## src/rtl/irq_ctrl.sv

```systemverilog
// Interrupt controller: pending/mask/mode registers, a vector of the lowest active line, and a combined irq.
// Optional build macro IRQ_CTRL_SYNC_EN adds a 2-flop input synchronizer in front of the line sampling.
module irq_ctrl #(
   parameter int WIDTH = 32,  // must be >= 32 so VECTOR bit 31 exists
   parameter int NIRQ  = 32   // 1..32
) (
   input  logic              clk,
   input  logic              reset,
   input  logic              cs,
   input  logic              wen,
   input  logic [3:0]        addr,
   input  logic [WIDTH-1:0]  din,
   output logic [WIDTH-1:0]  dout,
   input  logic [NIRQ-1:0]   irq_in,
   output logic              irq
);

   typedef enum logic [3:0] {
      ADDR_PEND   = 4'd0,
      ADDR_MASK   = 4'd1,
      ADDR_MODE   = 4'd2,
      ADDR_VECTOR = 4'd3,
      ADDR_ACK    = 4'd4,
      ADDR_SWSET  = 4'd5,
      ADDR_RAW    = 4'd6
   } reg_addr_e;

   logic [NIRQ-1:0] irq_s;
   logic [NIRQ-1:0] prev_q;
   logic [NIRQ-1:0] pend_q, pend_d;
   logic [NIRQ-1:0] mask_q, mask_d;
   logic [NIRQ-1:0] mode_q, mode_d;
   logic [NIRQ-1:0] hw_set, sw_set, w1c_clr, ack_clr, active;
   logic            wr_en;
   logic            any_active;
   logic [4:0]      vec_idx;

`ifdef IRQ_CTRL_SYNC_EN
   logic [NIRQ-1:0] sync1_q, sync2_q;

   always_ff @(posedge clk or negedge reset) begin
      if (!reset) begin
         sync1_q <= '0;
         sync2_q <= '0;
      end else begin
         sync1_q <= irq_in;
         sync2_q <= sync1_q;
      end
   end

   assign irq_s = sync2_q;
`else
   assign irq_s = irq_in;
`endif

   assign wr_en = cs & wen;

   always_comb begin
      // NOTE: every output of this block gets a default first, so no path leaves a value unassigned and no latch is inferred.
      hw_set  = irq_s & (mode_q | ~prev_q);
      sw_set  = '0;
      w1c_clr = '0;
      ack_clr = '0;
      mask_d  = mask_q;
      mode_d  = mode_q;

      if (wr_en) begin
         case (addr)
            ADDR_PEND:  w1c_clr = din[NIRQ-1:0];
            ADDR_MASK:  mask_d  = din[NIRQ-1:0];
            ADDR_MODE:  mode_d  = din[NIRQ-1:0];
            ADDR_SWSET: sw_set  = din[NIRQ-1:0];
            ADDR_ACK: begin
               // indices at or above NIRQ match no line and are dropped
               for (int i = 0; i < NIRQ; i++) begin
                  if (din[4:0] == 5'(i)) ack_clr[i] = 1'b1;
               end
            end
            default: ;
         endcase
      end

      // sets are OR-ed after the clear so a same-cycle hardware set wins
      pend_d = (pend_q & ~(w1c_clr | ack_clr)) | sw_set | hw_set;
   end

   always_ff @(posedge clk or negedge reset) begin
      // NOTE: state registers use non-blocking assignments so every flop samples pre-edge values.
      if (!reset) begin
         prev_q <= '0;
         pend_q <= '0;
         mask_q <= '0;
         mode_q <= '0;
      end else begin
         prev_q <= irq_s;
         pend_q <= pend_d;
         mask_q <= mask_d;
         mode_q <= mode_d;
      end
   end

   assign active     = pend_q & mask_q;
   assign any_active = |active;
   assign irq        = any_active;

   always_comb begin
      vec_idx = '0;
      for (int i = NIRQ - 1; i >= 0; i--) begin
         if (active[i]) vec_idx = 5'(i);
      end
   end

   always_comb begin
      dout = '0;
      case (addr)
         ADDR_PEND: dout[NIRQ-1:0] = pend_q;
         ADDR_MASK: dout[NIRQ-1:0] = mask_q;
         ADDR_MODE: dout[NIRQ-1:0] = mode_q;
         ADDR_RAW:  dout[NIRQ-1:0] = irq_s;
         ADDR_VECTOR: begin
            dout[31]  = any_active;
            dout[4:0] = vec_idx;
         end
         default: ;
      endcase
   end

endmodule

```

## config.mk

```make
export PLATFORM = sky130hd
export DESIGN_NAME = irq_ctrl
export DESIGN_NICKNAME = d
export VERILOG_FILES = /design/src/rtl/irq_ctrl.sv
export SDC_FILE = /design/constraint.sdc
export NUM_CORES = 1
export LEC_CHECK = 0
export ABC_AREA = 1
export CAP_MARGIN = 0
export CORE_ASPECT_RATIO = 0.9
export CORE_MARGIN = 10
export CORE_UTILIZATION = 58
export CTS_BUF_LIST = sky130_fd_sc_hd__clkbuf_8 sky130_fd_sc_hd__clkbuf_16
export CTS_CLUSTER_DIAMETER = 120
export DETAILED_ROUTE_END_ITERATION = 12
export GPL_ROUTABILITY_DRIVEN = 0
export HOLD_SLACK_MARGIN = 0.03
export PLACE_DENSITY_LB_ADDON = 0.2
export SLEW_MARGIN = 20
export SYNTH_ARGS = -nofsm -noshare
export SYNTH_HDL_FRONTEND = slang
export SYNTH_SLANG_ARGS = --single-unit
```

## constraint.sdc

```tcl
create_clock -name clk -period 6.34 [get_ports clk]
set_clock_uncertainty 0.05 [all_clocks]
set_input_delay 1.902 -clock clk [delete_from_list [all_inputs] [get_ports clk]]
set_output_delay 1.902 -clock clk [all_outputs]
set_load 0.01 [all_outputs]
```

==> results_tabular.tex, run 1 <==
\begin{tabular}{lr}
\hline
Metric & Value \\
\hline
\multicolumn{2}{l}{\textbf{Clocking}} \\
\quad Setup fix buffers added after clock tree synthesis & 0 \\
\quad Resized Gates After CTS & 0 \\
\quad Deepest clock path buffer count & 2 \\
\quad Register clock-pin slew on the reported worst setup and hold paths & 0.06 ns \\
\quad TritonCTS clock tree & yes \\
\quad Clock insertion delay at the later pin of the skew report & 0.43 ns \\
\quad Max H-tree Level & 4 \\
\quad Num CTS Buffers & 17 \\
\quad CTS root buf & sky130\_fd\_sc\_hd\_\_clkbuf\_16 \\
\quad CTS Hold Buffers Added & 0 \\
\quad Total clock sinks & 128 \\
\multicolumn{2}{l}{\textbf{STA}} \\
\quad Period Utilization, post-route & 0.970 \\
\quad Sum of negative setup slack & 0 ns \\
\quad Remaining max-slew budget at the tightest pin & 0.473 \\
\quad Finish-stage setup viols & 0 \\
\quad Worst path setup slack after routing & 0.191 ns \\
\quad Unrepaired setup endpoints after global routing & false \\
\quad Final hold vios & 0 \\
\quad Clock period minus worst slack & 6.15 ns \\
\quad Number of slew-limit violations in the final report & 0 \\
\quad Max Fclk & 163 MHz \\
\quad Slew @ Worst Pin & 0.790 ns \\
\multicolumn{2}{l}{\textbf{Power and ir drop}} \\
\quad Worst ir drop on vdd & 0.000240 V \\
\quad Sequential power share & 0.385 \\
\quad P\_leak & 3.73 nW \\
\quad Comb pwr share & 0.174 \\
\quad Power density normalized to cell area & 300 nW/um\^{}2 \\
\quad Net Switching & 0.698 mW \\
\quad Internal cell power & 1.83 mW \\
\quad Net Sw Frac & 0.276 \\
\quad Power share of the clock group & 0.440 \\
\multicolumn{2}{l}{\textbf{GRT}} \\
\quad Overall overflow remaining after global route & 0 \\
\quad Met2 Usage GRT & 0.411 \\
\quad Vias in the first global route & 6717 \\
\quad Initial antenna violation count & 1 \\
\quad Met1 usage in global routing & 0.349 \\
\quad Pin count of the biggest net entering global routing & 86 \\
\quad Wire length of the first global-routing pass & 34.7 mm \\
\quad GR Util All Layers & 0.270 \\
\quad Most congested layer reported by global routing & met2 \\
\quad Met3 track demand over resource & 0.0857 \\
\multicolumn{2}{l}{\textbf{Setup path}} \\
\quad Data required time of the critical path & 4.39 ns \\
\quad Startpoint types & input port \\
\quad Arrival @ worst endpoint & 4.20 ns \\
\quad Classification of the worst setup path & in2out \\
\quad Capturing element type of the critical path & output port \\
\quad Maximum fanout along the worst path & 17 \\
\multicolumn{2}{l}{\textbf{Drt}} \\
\quad Length of the first detailed-routing pass in iterations & 6 \\
\quad Vias per inst & 5.97 \\
\quad Antenna-violating nets left & 0 \\
\quad Violation count after the first detailed-route iteration & 992 \\
\quad Vias after detailed routing & 6765 \\
\quad Final wirelength & 21.3 mm \\
\quad Residual DRC & 0 \\
\quad Wirelength per Cell & 18.8 microns \\
\multicolumn{2}{l}{\textbf{Placement}} \\
\quad Worst setup timing slack at the placement stage & 0.220 ns \\
\quad DP Wirelength & 14.4 mm \\
\quad Input/output buffers & 104 \\
\multicolumn{2}{l}{\textbf{Outcome}} \\
\quad Run status & completed \\
\multicolumn{2}{l}{\textbf{Synth}} \\
\quad Post-synth ARST share & 1.00 \\
\quad Area contributors post-synth & sky130\_fd\_sc\_hd\_\_dfrtp\_1 49\%, sky130\_fd\_sc\_hd\_\_nand2\_1 17\%, sky130\_fd\_sc\_hd\_\_o21ai\_1 5.7\%, sky130\_fd\_sc\_hd\_\_nand3\_1 5.0\%, sky130\_fd\_sc\_hd\_\_inv\_1 4.7\% \\
\quad Post-synthesis register bit count & 128 \\
\quad Number of distinct library cell variants in the gate-level netlist after synthesis & 25 \\
\quad Synthesized area per cell & 7.50 sq um \\
\quad Number of cells produced by synthesis & 868 \\
\quad Number of warning messages in the yosys log & 0 \\
\quad Number of synthesized flops with an enable pin & 0 \\
\quad Share of synthesized area occupied by flip-flops and latches & 0.492 \\
\quad Post-synth top flop & sky130\_fd\_sc\_hd\_\_dfrtp\_1 \\
\quad Area fraction of the dominant cell type after synthesis & 0.492 \\
\quad Post-synthesis cell area & 6510 sq um \\
\quad Syn Nets & 940 \\
\quad Post-synth top area cell & sky130\_fd\_sc\_hd\_\_dfrtp\_1 \\
\multicolumn{2}{l}{\textbf{Floorplanning}} \\
\quad Count of pins on the block boundary & 105 \\
\quad Height of the chip & 121 microns \\
\quad Initial core utilization & 0.598 \\
\quad Overall die area & 15900 sq um \\
\quad Rows & 36 \\
\quad Die W & 132 microns \\
\quad Floorplan core area & 10900 sq um \\
\multicolumn{2}{l}{\textbf{Cells and area}} \\
\quad Number of nets at the end of the flow & 1041 \\
\quad Ratio of cells with drive above 1 in the final layout & 0.0743 \\
\quad Area growth from synthesis to final layout & 29.5\% \\
\quad Antenna cell count & 0 \\
\multicolumn{2}{l}{\textbf{Worst hold path}} \\
\quad Worst min-delay path class & reg2reg \\
\multicolumn{2}{l}{\textbf{Flow run}} \\
\quad Max capacitance violation total & 0 \\
\hline
\end{tabular}
cell type report:
| cell class | instances | area, sq um |
|---|---|---|
| flip-flops and latches | 128 | 3200 |
| multi-input cells | 612 | 2850 |
| fillers | 795 | 2470 |
| repair buffers | 119 | 1180 |
| clock buffers | 22 | 494 |
| inverters | 91 | 342 |
| well taps | 152 | 190 |
| clock inverters | 10 | 179 |
power groups by stage:
stage	logic, mW	registers (mW)	clock network, mW
finish	0.441	0.975	1.11
global route	0.498	0.986	1.15
CTS	0.437	0.972	1.11
floorplan	0.256	0.969	0
global placement	0.416	0.980	0
detailed placement	0.430	0.985	0
cell usage in the layout, fill, tap and decap left out, drive strengths merged:
cell type      count
nand2            314
dfrtp            128
clkdlybuf4s50    103
o21ai             95
inv               91
nand3             65
nor2              49
a21oi             27
o2111ai           26
clkbuf            22
buf               16
o311ai            10
a221oi             5
o22ai              5
bufinv             5
clkinv             5
nor3               4
a31oi              3
a22o               2
o31ai              2
a22oi              2
nor4               2
o211ai             1
routing by layer:
metal  up-vias  part of all wire
met2       471              0.45
met5         -           0.00047
li1       3069                 -
met1      3164              0.41
met3        59              0.12
met4         2             0.026
worst max-delay path, stage by stage:
cell,delay [ns]
sky130_fd_sc_hd__clkdlybuf4s50_1,0.56
sky130_fd_sc_hd__inv_2,0.05
sky130_fd_sc_hd__nor2_1,0.14
sky130_fd_sc_hd__nand2_1,0.11
sky130_fd_sc_hd__inv_2,0.23
sky130_fd_sc_hd__buf_4,0.34
sky130_fd_sc_hd__nand2_1,0.11
sky130_fd_sc_hd__o2111ai_1,0.14
sky130_fd_sc_hd__clkdlybuf4s50_1,0.59
through the flow:
step                power [mW]   util  hold slack [ns]  cell area (sq um)  std cells
finish                    2.53  0.774            0.445               8430       1134
global route              2.63  0.774            0.456               8430       1134
CTS                       2.52  0.773            0.444               8430       1134
detailed placement        1.41  0.712            0.429               7760       1102
global placement          1.40  0.712            0.422               7760       1102
floorplan                 1.22      -            0.409               6510        868
cells by family (layout without fill, tap and decap cells):
kind of cell | Yosys count | in the layout | share of synthesized area
flops | 128 | 128 | 0.492
simple gates | 434 | 434 | 0.269
compound gates | 178 | 178 | 0.165
buf+inv | 128 | 242 | 0.0738
path summary, 6_finish.rpt:
kind / slack, ns / cells after the start / from / end
min in group asynchronous: 1.48 / 1 / reset / mode_q[29]
max in group asynchronous: 3.67 / 2 / reset / prev_q[11]
hold / removal: 0.45 / 2 / mode_q[8] / mode_q[8]
setup reg to reg: 5.34 / 2 / mode_q[1] / pend_q[1]
hold reg to reg: 0.45 / 2 / mode_q[8] / mode_q[8]
setup / recovery: 0.19 / 9 / addr[1] / dout[30]
Yosys cell counts (3+ instances only):
master / n
sky130_fd_sc_hd__a21oi_1: 27
sky130_fd_sc_hd__o22ai_1: 5
sky130_fd_sc_hd__dfrtp_1: 128
sky130_fd_sc_hd__o21ai_1: 74
sky130_fd_sc_hd__inv_2: 9
sky130_fd_sc_hd__nand2_1: 302
sky130_fd_sc_hd__clkbuf_1: 34
sky130_fd_sc_hd__o311ai_1: 8
sky130_fd_sc_hd__a221oi_1: 5
sky130_fd_sc_hd__nand3_1: 65
sky130_fd_sc_hd__nor3_1: 4
sky130_fd_sc_hd__o2111ai_1: 26
sky130_fd_sc_hd__inv_1: 82
sky130_fd_sc_hd__a31oi_1: 3
sky130_fd_sc_hd__nor2_1: 49
sky130_fd_sc_hd__nand2_2: 11
sky130_fd_sc_hd__o21ai_0: 21
sky130_fd_sc_hd__buf_1: 3
flip-flops by register name, summed over array words and instances (netlist names):
| register | count |
|---|---|
| mode_q | 32 |
| mask_q | 32 |
| pend_q | 32 |
| prev_q | 32 |
Note: power is estimated with default switching activity, not from simulation.
==> inputs of run 2 (changes only) <==
CAP_MARGIN = 10   (was 0)
==> results of run 2 <==
Same layout as run 1: the final DEF is identical, and so are final timing and power.
